### config.mk
export PLATFORM = sky130hd
export DESIGN_NAME = mrc_digit_sequencer
export DESIGN_NICKNAME = d
export VERILOG_FILES = /design/src/rtl/mrc_pkg.sv /design/src/rtl/mrc_wait_counter.sv /design/src/rtl/mrc_digit_sequencer.sv
export SDC_FILE = /design/constraint.sdc
export NUM_CORES = 1
export LEC_CHECK = 0
export BUFFER_PORTS_ARGS = -buffer_cell sky130_fd_sc_hd__buf_2
export CAP_MARGIN = 10
export CELL_PAD_IN_SITES_DETAIL_PLACEMENT = 1
export CELL_PAD_IN_SITES_GLOBAL_PLACEMENT = 2
export CORE_MARGIN = 2
export CORE_UTILIZATION = 35
export DETAILED_ROUTE_END_ITERATION = 16
export PLACE_DENSITY_LB_ADDON = 0.1
export SLEW_MARGIN = 15
export SYNTH_ARGS = -nofsm -noshare
export SYNTH_HDL_FRONTEND = slang
export SYNTH_SLANG_ARGS = --single-unit
export TNS_END_PERCENT = 20
### constraint.sdc
create_clock -name clk -period 6.9 [get_ports clk]
set_input_delay 0.69 -clock clk [delete_from_list [all_inputs] [get_ports clk]]
set_output_delay 0.69 -clock clk [all_outputs]
set_load 0.005 [all_outputs]
### src/rtl/mrc_pkg.sv
// Shared types and helpers for the mixed-radix conversion sequencer.
package mrc_pkg;

    localparam int STEP_W = 4;

    typedef enum logic [1:0] {
        IDLE,
        ISSUE,
        WAIT,
        DONE
    } mrc_state_e;

    // Bit offset of lane j inside a packed vector of width-bit lanes.
    function automatic int lane_base(input int j, input int width);
        return j * width;
    endfunction

endpackage

### src/rtl/mrc_wait_counter.sv
// Loadable down-counter that strobes 'done' on the last cycle of a LATENCY-cycle wait.
module mrc_wait_counter #(
    parameter int LATENCY = 7
) (
    input  logic clk,
    input  logic reset,
    input  logic load,
    input  logic enable,
    output logic done
);

    localparam int CNT_W = $clog2(LATENCY + 1);

    logic [CNT_W-1:0] count;

    always_ff @(posedge clk) begin
        if (reset) begin
            count <= '0;
        end else if (load) begin
            count <= CNT_W'(LATENCY);
        end else if (enable && (count != '0)) begin
            count <= count - CNT_W'(1);
        end
    end

    // A loaded value of LATENCY reaches 1 on the LATENCY-th enabled cycle.
    assign done = enable && (count == CNT_W'(1));

endmodule

### src/rtl/mrc_digit_sequencer.sv
// Mixed-radix conversion controller: sequences external per-lane subtract/multiply units.
// Optional sign flag on the top digit is enabled by defining MRC_SIGN_DETECT_EN.
module mrc_digit_sequencer
    import mrc_pkg::*;
#(
    parameter int DATA_WIDTH  = 18,
    parameter int NUM_DIGITS  = 8,
    parameter int SIM_LATENCY = 7,
    parameter int TOP_HALF    = 65536
) (
    input  logic                             clk,
    input  logic                             reset,
    input  logic                             in_valid,
    output logic                             in_ready,
    input  logic [NUM_DIGITS*DATA_WIDTH-1:0] in_res,
    output logic [NUM_DIGITS*DATA_WIDTH-1:0] sim_a_out,
    output logic [DATA_WIDTH-1:0]            sim_b_out,
    output logic [STEP_W-1:0]                sim_step,
    output logic                             sim_issue,
    input  logic [NUM_DIGITS*DATA_WIDTH-1:0] sim_res_in,
    output logic                             out_valid,
    input  logic                             out_ready,
    output logic [NUM_DIGITS*DATA_WIDTH-1:0] out_digits,
    output logic                             out_neg
);

    localparam int VEC_W    = NUM_DIGITS * DATA_WIDTH;
    localparam int LAST_LSB = (NUM_DIGITS - 1) * DATA_WIDTH;
    localparam logic [STEP_W-1:0] LAST_STEP = STEP_W'(NUM_DIGITS - 2);

    if (NUM_DIGITS < 2 || NUM_DIGITS > 16) begin : g_bad_num_digits
        $error("NUM_DIGITS must be in 2..16");
    end
    if (SIM_LATENCY < 1) begin : g_bad_latency
        $error("SIM_LATENCY must be at least 1");
    end
    if (TOP_HALF < 1) begin : g_bad_top_half
        $error("TOP_HALF must be positive");
    end

    mrc_state_e        state;
    logic [STEP_W-1:0] step;
    logic [STEP_W-1:0] next_step;
    logic [VEC_W-1:0]  r;
    logic [VEC_W-1:0]  d;
    logic [VEC_W-1:0]  r_next;
    logic [VEC_W-1:0]  d_final;
    logic              wait_done;

`ifdef MRC_SIGN_DETECT_EN
    localparam logic [DATA_WIDTH:0] TOP_HALF_W = (DATA_WIDTH + 1)'(TOP_HALF);
    logic neg_q;
    assign out_neg = neg_q;
`else
    assign out_neg = 1'b0;
`endif

    assign next_step = step + STEP_W'(1);

    mrc_wait_counter #(
        .LATENCY(SIM_LATENCY)
    ) u_wait_counter (
        .clk   (clk),
        .reset (reset),
        .load  (state == ISSUE),
        .enable(state == WAIT),
        .done  (wait_done)
    );

    // Lanes above the current step take the fresh lane result; lower lanes are already final.
    always_comb begin
        r_next = r;
        for (int j = 0; j < NUM_DIGITS; j++) begin
            if (j > int'(step)) begin
                r_next[lane_base(j, DATA_WIDTH) +: DATA_WIDTH] =
                    sim_res_in[lane_base(j, DATA_WIDTH) +: DATA_WIDTH];
            end
        end
        d_final = d;
        d_final[LAST_LSB +: DATA_WIDTH] = r_next[LAST_LSB +: DATA_WIDTH];
    end

    always_ff @(posedge clk) begin
        if (reset) begin
            state      <= IDLE;
            step       <= '0;
            r          <= '0;
            d          <= '0;
            in_ready   <= 1'b1;
            out_valid  <= 1'b0;
            out_digits <= '0;
            sim_issue  <= 1'b0;
            sim_step   <= '0;
            sim_a_out  <= '0;
            sim_b_out  <= '0;
`ifdef MRC_SIGN_DETECT_EN
            neg_q      <= 1'b0;
`endif
        end else begin
            sim_issue <= 1'b0;
            case (state)
                IDLE: begin
                    if (in_valid && in_ready) begin
                        r         <= in_res;
                        step      <= '0;
                        sim_a_out <= in_res;
                        sim_b_out <= in_res[0 +: DATA_WIDTH];
                        sim_step  <= '0;
                        sim_issue <= 1'b1;
                        in_ready  <= 1'b0;
                        state     <= ISSUE;
                    end
                end
                ISSUE: begin
                    d[lane_base(int'(step), DATA_WIDTH) +: DATA_WIDTH] <=
                        r[lane_base(int'(step), DATA_WIDTH) +: DATA_WIDTH];
                    state <= WAIT;
                end
                WAIT: begin
                    if (wait_done) begin
                        r <= r_next;
                        if (step == LAST_STEP) begin
                            d          <= d_final;
                            out_digits <= d_final;
                            out_valid  <= 1'b1;
`ifdef MRC_SIGN_DETECT_EN
                            neg_q <= ({1'b0, r_next[LAST_LSB +: DATA_WIDTH]} >= TOP_HALF_W);
`endif
                            state <= DONE;
                        end else begin
                            step      <= next_step;
                            sim_step  <= next_step;
                            sim_a_out <= r_next;
                            sim_b_out <= r_next[lane_base(int'(next_step), DATA_WIDTH) +: DATA_WIDTH];
                            sim_issue <= 1'b1;
                            state     <= ISSUE;
                        end
                    end
                end
                DONE: begin
                    // in_ready returns only after the output handshake edge.
                    if (out_ready) begin
                        out_valid <= 1'b0;
                        in_ready  <= 1'b1;
                        state     <= IDLE;
                    end
                end
                default: state <= IDLE;
            endcase
        end
    end

endmodule

* Yosys cells after proc, flatten, opt, wreduce, memory -nomap -nowiden *
Index checks and enable logic that the tools add are counted.

storage, ports and cells
  bits in registers = 606
  input bits = 292
  output and inout bits = 314
  word-level logic and storage cells = 102

operators by class
  add/sub/neg operators = 3
  multipliers = 2
  $lt $le $gt $ge = 7
  eq/ne operators = 10
  shift operators = 4
  multiplexer cells = 43
  bitwise gates (word level) = 1
  reductions and logical operators = 19

operators with widths
  cell                         count
  $mux W144                    6
  $pmux W144 S2                3
  $mux W18                     10
  $bwmux W144                  1
  $shift A18 B33 Y144 const A  1
  $shiftx A144 B10 Y18         1
  $shiftx A144 B32 Y18         1
  $shiftx A18 B33 Y144         1
  $pmux W18 S2                 1
  $neg A9 Y33                  1
  $reduce_and A3 Y1            6
  $gt A3 B4 Y1 const A         4
  $mul A4 B4 Y8 const B        2
  $mux W4                      3
  $ne A2 B2 Y1 const B         5
  $reduce_bool A2 Y1           5
  $gt A2 B4 Y1 const A         2
  $mux W1                      8
  $mux W2                      4
  $pmux W2 S4                  1
  $pmux W4 S2                  1
  $reduce_and A4 Y1            2
  $mux W3                      2
  $pmux W1 S2                  3
  other kinds (12)             15

* Logic depth before layout (Yosys ltp) *
Gate-level depths: netlist (run 1).

  depth in word-level cells = 6
  mapped depth = 17
  depth with buffers taken out = 13

* Hierarchy *
A second synthesis (run 1) with hierarchy kept.

unflattened totals
  cell total of the unflattened synthesis = 3,701
  area total of the unflattened synthesis = 29,039.1 µm²

by module, submodules not included
  module               times used  cells an instance  area each (µm²)  seq. area each (µm²)
  mrc_digit_sequencer  1           3,681              28,843.9         11,711.2
  mrc_wait_counter     1           20                 195.2            60.1

* Worst setup path after synthesis (run 1) *
Ideal clock, no wire load.

  path kind = register to register
  from = reg step[3]
  to = reg d[75]
  library setup time = 0.117 ns
  arrival time = 3.990 ns
  data required time = 6.783 ns
  setup slack = 2.793 ns
  stages on the path, launching flop included = 17
  path buffers = 4
  clock period less this slack = 4.107 ns
  path through = dfxtp_1 -> buf_2 -> buf_2 -> inv_1 -> ha_1 -> nor4b_2 -> nand2_1 -> nor2_1 -> ha_1 -> buf_1 -> nand3b_1 -> a211oi_2 -> nor2_2 -> nor2_1 -> clkbuf_1 -> a21oi_1 -> a22o_1

on the way
  word-level cells in the longest chain between the ends = 5
  elaborated cells on any way between the ends = 7
  classes of those cells = add/sub: 1; mul: 1; shift: 3; mux: 2

ends and longest elaborated chain
  element                                                      line                        RTL
  start: declaration                                           mrc_digit_sequencer.sv:42   logic [STEP_W-1:0] step;
  start signal: assignment                                     mrc_digit_sequencer.sv:131  step <= next_step;
  $mul A4 B4 Y8 (*)                                            mrc_pkg.sv:15               return j * width;
  $shiftx A144 B32 Y18 or $neg A9 Y33 (tied branches)          mrc_digit_sequencer.sv:116  r[lane_base(int'(step), DATA_WIDTH) +: DATA_WIDTH];
  $shiftx A18 B33 Y144 or $shift A18 B33 Y144 (tied branches)  mrc_digit_sequencer.sv:115  d[lane_base(int'(step), DATA_WIDTH) +: DATA_WIDTH] <=
  $bwmux W144 (*)                                              mrc_digit_sequencer.sv:115
  $pmux W144 S2 (*)                                            mrc_digit_sequencer.sv:101  case (state)
  end signal: indexed assignment                               mrc_digit_sequencer.sv:115
  end signal: assignment                                       mrc_digit_sequencer.sv:123  d <= d_final;
  end: declaration                                             mrc_digit_sequencer.sv:45   logic [VEC_W-1:0] d;

Mark *: on every way between the ends. The rest lies on a longest branch, timed or not.
A chain may end at the register's enable or synchronous reset.

* Final worst setup path (run 1) *
  from = reg step[0]
  to = reg d[53]

The elaborated chain is that of the path after synthesis.

==> results.txt, run 1 <==
- Summed over all nets, the half-perimeter wirelength after detailed placement is 116000 um.
- Max frequency: 179 MHz
- After the first detailed-routing iteration, the DRC count stood at 2557.
* Initial antenna violation count: 19
- After detailed routing, the number of remaining DRC violations is 0.
- After detailed routing, the total wire length is 154000 um.
- Final setup violation count: 0
* Timing startpoint of the critical path: step[0]
- The startpoint identified for the worst hold timing path is in_res[5].
- Worst hold-check path type: input pin to register
- At the end of the flow, the number of nets in the layout was 4376.
- Fraction of layout instances using a drive strength above 1: 0.228
- TritonCTS built the clock tree.
- The H-tree was split into 3 levels.
- In this run the count of I/O pins placed on the die edge is 606.
- EDFF count, synth: 0
* Routed wirelength normalized by instance count: 29.1 um
- Synth Net Count: 3978
- Summed over all cells, the static leakage comes to 0.0146 uW.
- In the post-synthesis netlist, the cell with the most instances is nand2_1.
* Count of hold buffers inserted by post-cts repair: 0
- 1st-pass router iterations: 5
* Number of max-capacitance violations reported: 0
* Port Buffer Count: 586
- Launching point of the worst reg2reg path: step[0]
* Sequential element share of the synthesized area: 0.394
- Most used DFF post-synth: dfxtp_1
- Number of global-route vias before repair: 29900
- Clock-pin slew was measured on the worst setup and hold paths at 60 ps.
- Crit. End Element: register
- The flow ran to the end, and the final reports show no timing, DRC or antenna violations.
* Worst hold path stage count: 3
* Total Negative Setup Slacks: 0 ps
* Hold EP: r[5]
- After global routing the overflow that remains totals 0.
- Fill cell instance count of the final layout: 10500
- Unrepaired setup endpoints after global routing: no
- Die Wd: 296 um
* First-pass GRT wire length: 216000 um
- Peak supply drop: 0.151 mV
- Number of routed nets with antenna violations: 0
* Root Buffer: clkbuf_16
- During synthesis, Yosys emitted a total of 0 warnings.
- Clk_skew: 21.7 ps
* Worst Hold Slack: 394 ps
- Final max-slew violation count: 0
- Starting density of the core: 0.352
* Mean instance size in the synthesized netlist: 8.13 um2
* Placed cell areas: 33300 um2
- Clock tree synthesis found a total of 588 sinks.
- By instance count, the cell type seen most on the critical path is ha_1.
- Endpoint of the most critical register-to-register path: d[53]
* Number of buffers on the longest clock path: 3
- STA classifies the critical path startpoint as a register.
* Final instance count without filler cells: 5280
- The share of synthesized area in the top cell type comes to 0.394.
* Post-synth ARST share: 0
- The worst path needs 5580 ps of the cycle, external delays included.
- Kind of critical path: register to register
- Post-layout total power: 8820 uW
- For this design, the slowest cell found on the critical path is nor3_4.
* Number of vias per cell: 5.80
- The total area inside the core boundary comes to 84900 um2.
- Counting tap cells, the placed design contains a total of 5144 instances.
- At the pin with the least slew margin, the transition time is 1220 ps.
* Resized cells post-CTS: 0
- Row cnt: 107
* Crit path required time: 7430 ps
- Ranked by total cell area, the synthesized netlist is headed by dfxtp_1, nand2_1, a21oi_1.
- Largest net degree at the start of global routing: 177
- The floorplan step defined a die boundary enclosing 87700 um2.
- Of the available clock period, the critical path in the final layout requires 0.808.
- Summing all flip-flop and latch instances after layout gives 11800 um2.
- Synthesis instantiated 114 different standard cells from the library.
- Number of standard cells after synthesis: 3675
* Non-Filler Cell Area, Final: 35600 um2
- Ranked by instance count, the synthesized netlist is headed by nand2_1, dfxtp_1, a21oi_1.
- Count of final hold-check violations: 0
- Critical Path AT: 6100 ps
* Worst-case headroom to the max-slew limit: 0.161
- Crit path max fanout: 25
* Cell type contributing the most total cell area after synthesis: dfxtp_1
- Vias after detailed routing: 30600
- Cells along the critical path: ha_1, ha_1, nor4b_2, nand2_1, nor2_1, ha_1, buf_4, nand3b_1, a211oi_2, nor2_2, nor3_4, a21oi_1, a311oi_1
* Placer congestion estimate: 1.01
- Post CTS Setup Buffer Count: 0
- Flop2flop setup slack: 1320 ps
- FF-to-FF path depth: 13
- Number of buffers created by CTS: 71
* GR Util All Layers: 0.340
- The synthesized design contains 588 register bits.
- The floorplan step set the die height to 296 um.
- Layout overhead on the synthesized area: 19.1%
* Syn Std Cell Area: 29900 um2
- The clock reaches the later pin of the worst-skew pair after 640 ps.
- The largest single stage delay on the critical path is 770 ps.
- In the final layout, the multi-input gates occupy 16600 um2.
* Pwr Density: 248 nW/um2
how the worst max path moves through the flow:
stage                 end  slack [ps]  depth (start not counted)
floorplan           d[75]        2790                         16
global placement    d[63]        1660                         13
detailed placement  d[53]        1480                         13
CTS                 d[53]        1450                         13
global route        d[63]        1010                         14
finish              d[53]        1320                         13
cell usage in the layout (no fill, tap or decap), drive strengths merged, types with 6 or more instances in the layout:
cell	n
nand2b	10
o21ai	188
a2111oi	8
mux4	82
and2	13
a22oi	14
a21boi	8
xnor2	8
a21oi	559
or2	10
nor2	125
a21o	18
a211oi	85
o211ai	12
inv	35
mux2i	164
a311oi	33
clkbuf	104
nand3	56
clkinv	11
o31ai	12
nand4	9
diode	13
a31oi	44
o22ai	19
mux2	18
nand2	1022
nor3	57
dfxtp	588
nor4	22
and3	9
o32ai	10
ha	11
buf	638
nor2b	15
a22o	12
nand3b	6
flip-flops by register name (all words and copies together), names as in the netlist:
signal / flops
u_wait_counter.count: 3
in_ready: 1
out_valid: 1
out_digits: 144
r: 144
sim_b_out: 18
step: 4
sim_issue: 1
d: 126
state: 2
sim_a_out: 144
logic make-up after synthesis:
kind of cell    Yosys count  share of synthesized area
simple gates           1378                      0.197
compound gates         1079                      0.219
flops                   588                      0.394
buf+inv                 343                     0.0559
mux                     264                      0.125
fa+ha+maj                11                    0.00461
xor+xnor                 11                    0.00398
other cells               1                   0.000126
layout make-up:
type	count	share of cell area
multi-input cells	2744	0.466
flip-flops and latches	588	0.331
repair buffers	638	0.0958
clock buffers	104	0.0585
well taps	1144	0.0403
clock inverters	19	0.00447
inverters	30	0.00317
diodes	13	0.000915
metal layers:
layer / vias to the layer above / track usage / share of wire
li1: 13800 / - / -
met1: 15200 / 0.399 / 0.38
met2: 1203 / 0.580 / 0.49
met3: 361 / 0.0573 / 0.061
met4: 16 / 0.207 / 0.070
met5: - / 0 / 0.00067
critical path: cells and delay by family (launching register included):
family / cells / cell delay (ps)
and+or+nand+nor: 6 / 2590
AOI/OAI and AO/OA: 3 / 1060
adders and majority gates: 3 / 900
DFF: 1 / 710
buffers and inverters: 1 / 200
where the power goes:
part / switching, uW / internal, uW / total (uW)
sequential: 222 / 3570 / 3790
combinational: 900 / 426 / 1330
clock: 1610 / 2100 / 3710
per-stage QoR:
stage | setup slack (ps) | utilization
floorplan | 2790 | -
global placement | 1660 | 0.392
detailed placement | 1480 | 0.392
CTS | 1450 | 0.419
global route | 1010 | 0.419
finish | 1320 | 0.419
Power figures use the tool's default switching activity.
==> run 2, diff against run 1 <==
--- a/config.mk
+++ b/config.mk
@@ -10,7 +10,7 @@
 export CELL_PAD_IN_SITES_DETAIL_PLACEMENT = 1
 export CELL_PAD_IN_SITES_GLOBAL_PLACEMENT = 2
 export CORE_MARGIN = 2
-export CORE_UTILIZATION = 35
+export CORE_UTILIZATION = 29
 export DETAILED_ROUTE_END_ITERATION = 16
 export PLACE_DENSITY_LB_ADDON = 0.1
 export SLEW_MARGIN = 15
==> constraint.sdc (replaced) <==
create_clock -name clk -period 4.9 [get_ports clk]
set_input_delay 0.49 -clock clk [delete_from_list [all_inputs] [get_ports clk]]
set_output_delay 0.49 -clock clk [all_outputs]
set_load 0.005 [all_outputs]
==> run 2 against run 1 <==
  * Fmax rose by 28%
  * Register-to-register slack got worse by 780 ps
  * Combinational power is 44% higher
  * First-iteration DRC count decreased by 11%
  * Via count fell by 0.21%
  * Core utilization shrank 6.1 points
  * Final cell count rose by 5.5%
  * Design area rose by 2.7%
  * Largest cell class unchanged
  * Largest power group is now clock
==> results.txt, run 2 (same netlist as run 1, synthesis figures left out) <==
- The total area inside the core boundary comes to 102000 um2.
- Endpoint of the most critical register-to-register path: d[31]
- Port Buffer Count: 586
* Worst-case headroom to the max-slew limit: 0.244
* Fraction of layout instances using a drive strength above 1: 0.238
- Crit path required time: 5470 ps
- Setup repair after global routing left no endpoint under its margin.
* Kind of critical path: register to register
- Starting density of the core: 0.293
- Clock insertion delay at the later pin of the skew report: 680 ps
- Total Negative Setup Slacks: 0 ps
- Count of final hold-check violations: 0
- The worst register-to-register path begins at step[3].
- GR Util All Layers: 0.298
- Fraction of power spent switching nets: 0.310
* Most used cells in the layout excluding fill and tap cells: nand2_1, buf_2, dfxtp_1
- Dividing the final minimum period by the clock period gives 0.888.
- Timing startpoint of the critical path: step[3]
- In this run, CTS created clock tree buffers numbering 75.
* Crit. End Element: register
* Transition time of the tightest slew-check pin: 1130 ps
- STA classifies the critical path startpoint as a register.
* Total Die Area: 106000 um2
- Final max-slew violation count: 0
- Initial antenna violation count: 45
* Number of buffers on the longest clock path: 3
- In the final design database the tool counted 4428 nets.
- Static leakage: 0.0149 uW
- Post CTS Setup Buffer Count: 0
* Clock-pin slew reported for the worst setup and hold paths after clock tree synthesis: 60 ps
- Gate power share: 0.149
* Count of hold buffers inserted by post-cts repair: 0
- Number of top-level design ports: 606
* Worst hold-check path type: input pin to register
* Row cnt: 117
- Setup violations remaining at the end of the flow were counted as 0.
* Critical Path AT: 4930 ps
* Clock period minus worst slack: 4350 ps
- Int Power: 8870 uW
- Routed wirelength normalized by instance count: 29.2 um
- Summed over all nets, the half-perimeter wirelength after detailed placement is 124000 um.
* Peak supply drop: 0.214 mV
- Status: finished, final reports clean
- First-pass GRT wire length: 229000 um
- Number of vias per cell: 5.48
- Hold is met by 143 ps.
- Number of max-capacitance violations reported: 0
* Net switching power: 3980 uW
- The share of total power dissipated in sequential elements is 0.416.
- Counting cells, the worst reg-to-reg path comes to 12.
* H-tree depth: 3
- Number of global-route vias before repair: 30300
* Setup slack after layout: 548 ps
* WL final: 162000 um
- Number of routed nets with antenna violations: 0
* CTS tree: built
- Die Wd: 325 um
- End point of the critical path: d[31]
- The tree is rooted in a clkbuf_16.
- Detailed routing inserted a total of 30500 vias.
* Layout overhead on the synthesized area: 22.2%
- Post-place setup slack: 591 ps
- Largest net degree at the start of global routing: 196
- For flop-to-flop paths, the worst setup slack is 550 ps.
* Congestion Overflow GR: 0
- Derived from the worst setup path, the maximum achievable clock frequency is 230 MHz.
- Resized cells post-CTS: 0
- Placer congestion estimate: 0.951
* Most frequent standard cell in the layout excluding fill and tap cells: nand2_1
- Across the routed clock network, the largest skew measured is 33.8 ps.
* Regs by FF count: out_digits x144, r x144, sim_a_out x144
- For this design the ratio of total power to cell area is 352 nW/um2.
- The share of total power dissipated in the clock network is 0.435.
* Crit path max fanout: 25
- In the routed design, unresolved DRC markers number 0.
- Post-layout total power: 12900 uW
- DR iter-0 viols: 2270
- For this design, the sink count on the clock tree is 588.
* Vertical die dimension: 325 um
- The first detailed-routing pass took 5 iterations.
-- run 2: cell count changes in the layout (fill, tap and decap cells not counted), sizes merged --
| cell | change |
|---|---|
| bufinv | +1 |
| inv | -3 |
| clkinvlp | -2 |
| diode | +4 |
| buf | +48 |
| clkbuf | +12 |
| clkinv | +6 |
-- run 2: critical path: stages (launching register included) --
cell and delay (ps):
dfxtp_2 550, inv_1 210, ha_1 570, nor4b_2 310
nand2_1 110, nor2_1 110, ha_1 180, nand3b_1 190
a211oi_2 520, nor2_2 260, nor3_4 780, a31oi_1 180
a211oi_1 270
-- run 2: how the worst min path moves through the flow --
stage                   startpoint        endpoint  slack, ps  cells past startpoint
finish                   in_res[4]            r[4]        140                      3
floorplan                    d[78]  out_digits[78]        430                      2
detailed placement  out_digits[71]  out_digits[71]        440                      2
CTS                      in_res[4]            r[4]        110                      3
global route             in_res[4]            r[4]        150                      3
global placement    out_digits[71]  out_digits[71]        440                      2
-- run 2: power by group through the flow --
| stage | clock network (uW) | registers, uW | logic (uW) |
|---|---|---|---|
| final | 5590 | 5350 | 1920 |
| after global routing | 5910 | 5350 | 2060 |
| after CTS | 5710 | 5340 | 1910 |
| after detailed placement | 0 | 5440 | 1900 |
| after global placement | 0 | 5440 | 1890 |
| after floorplan | 0 | 5260 | 1040 |
-- run 2: stage by stage --
stage / std cells / cell area, um2 / util
4_1_cts: 5553 / 36500 / 0.357
3_3_place_gp: 5416 / 34000 / 0.333
2_1_floorplan: 3675 / 29900 / -
3_5_place_dp: 5416 / 34000 / 0.333
5_1_grt: 5560 / 36500 / 0.358
6_report: 5570 / 36500 / 0.358
-- run 2: per-layer routing --
layer / global-route usage / wire length, um
met1: 0.355 / 64600
met2: 0.508 / 78900
met3: 0.0667 / 10300
met4: 0.138 / 8310
met5: 0 / 279
-- run 2: area by class of cell --
type	count	area, um2
inverter	30	113
multi-input combinational	2744	16500
clock buffer	116	2240
clock inverter	21	211
antenna	17	42.5
fill	12300	65500
tap	1368	1710
sequential	588	11800
timing repair buffer	686	3870
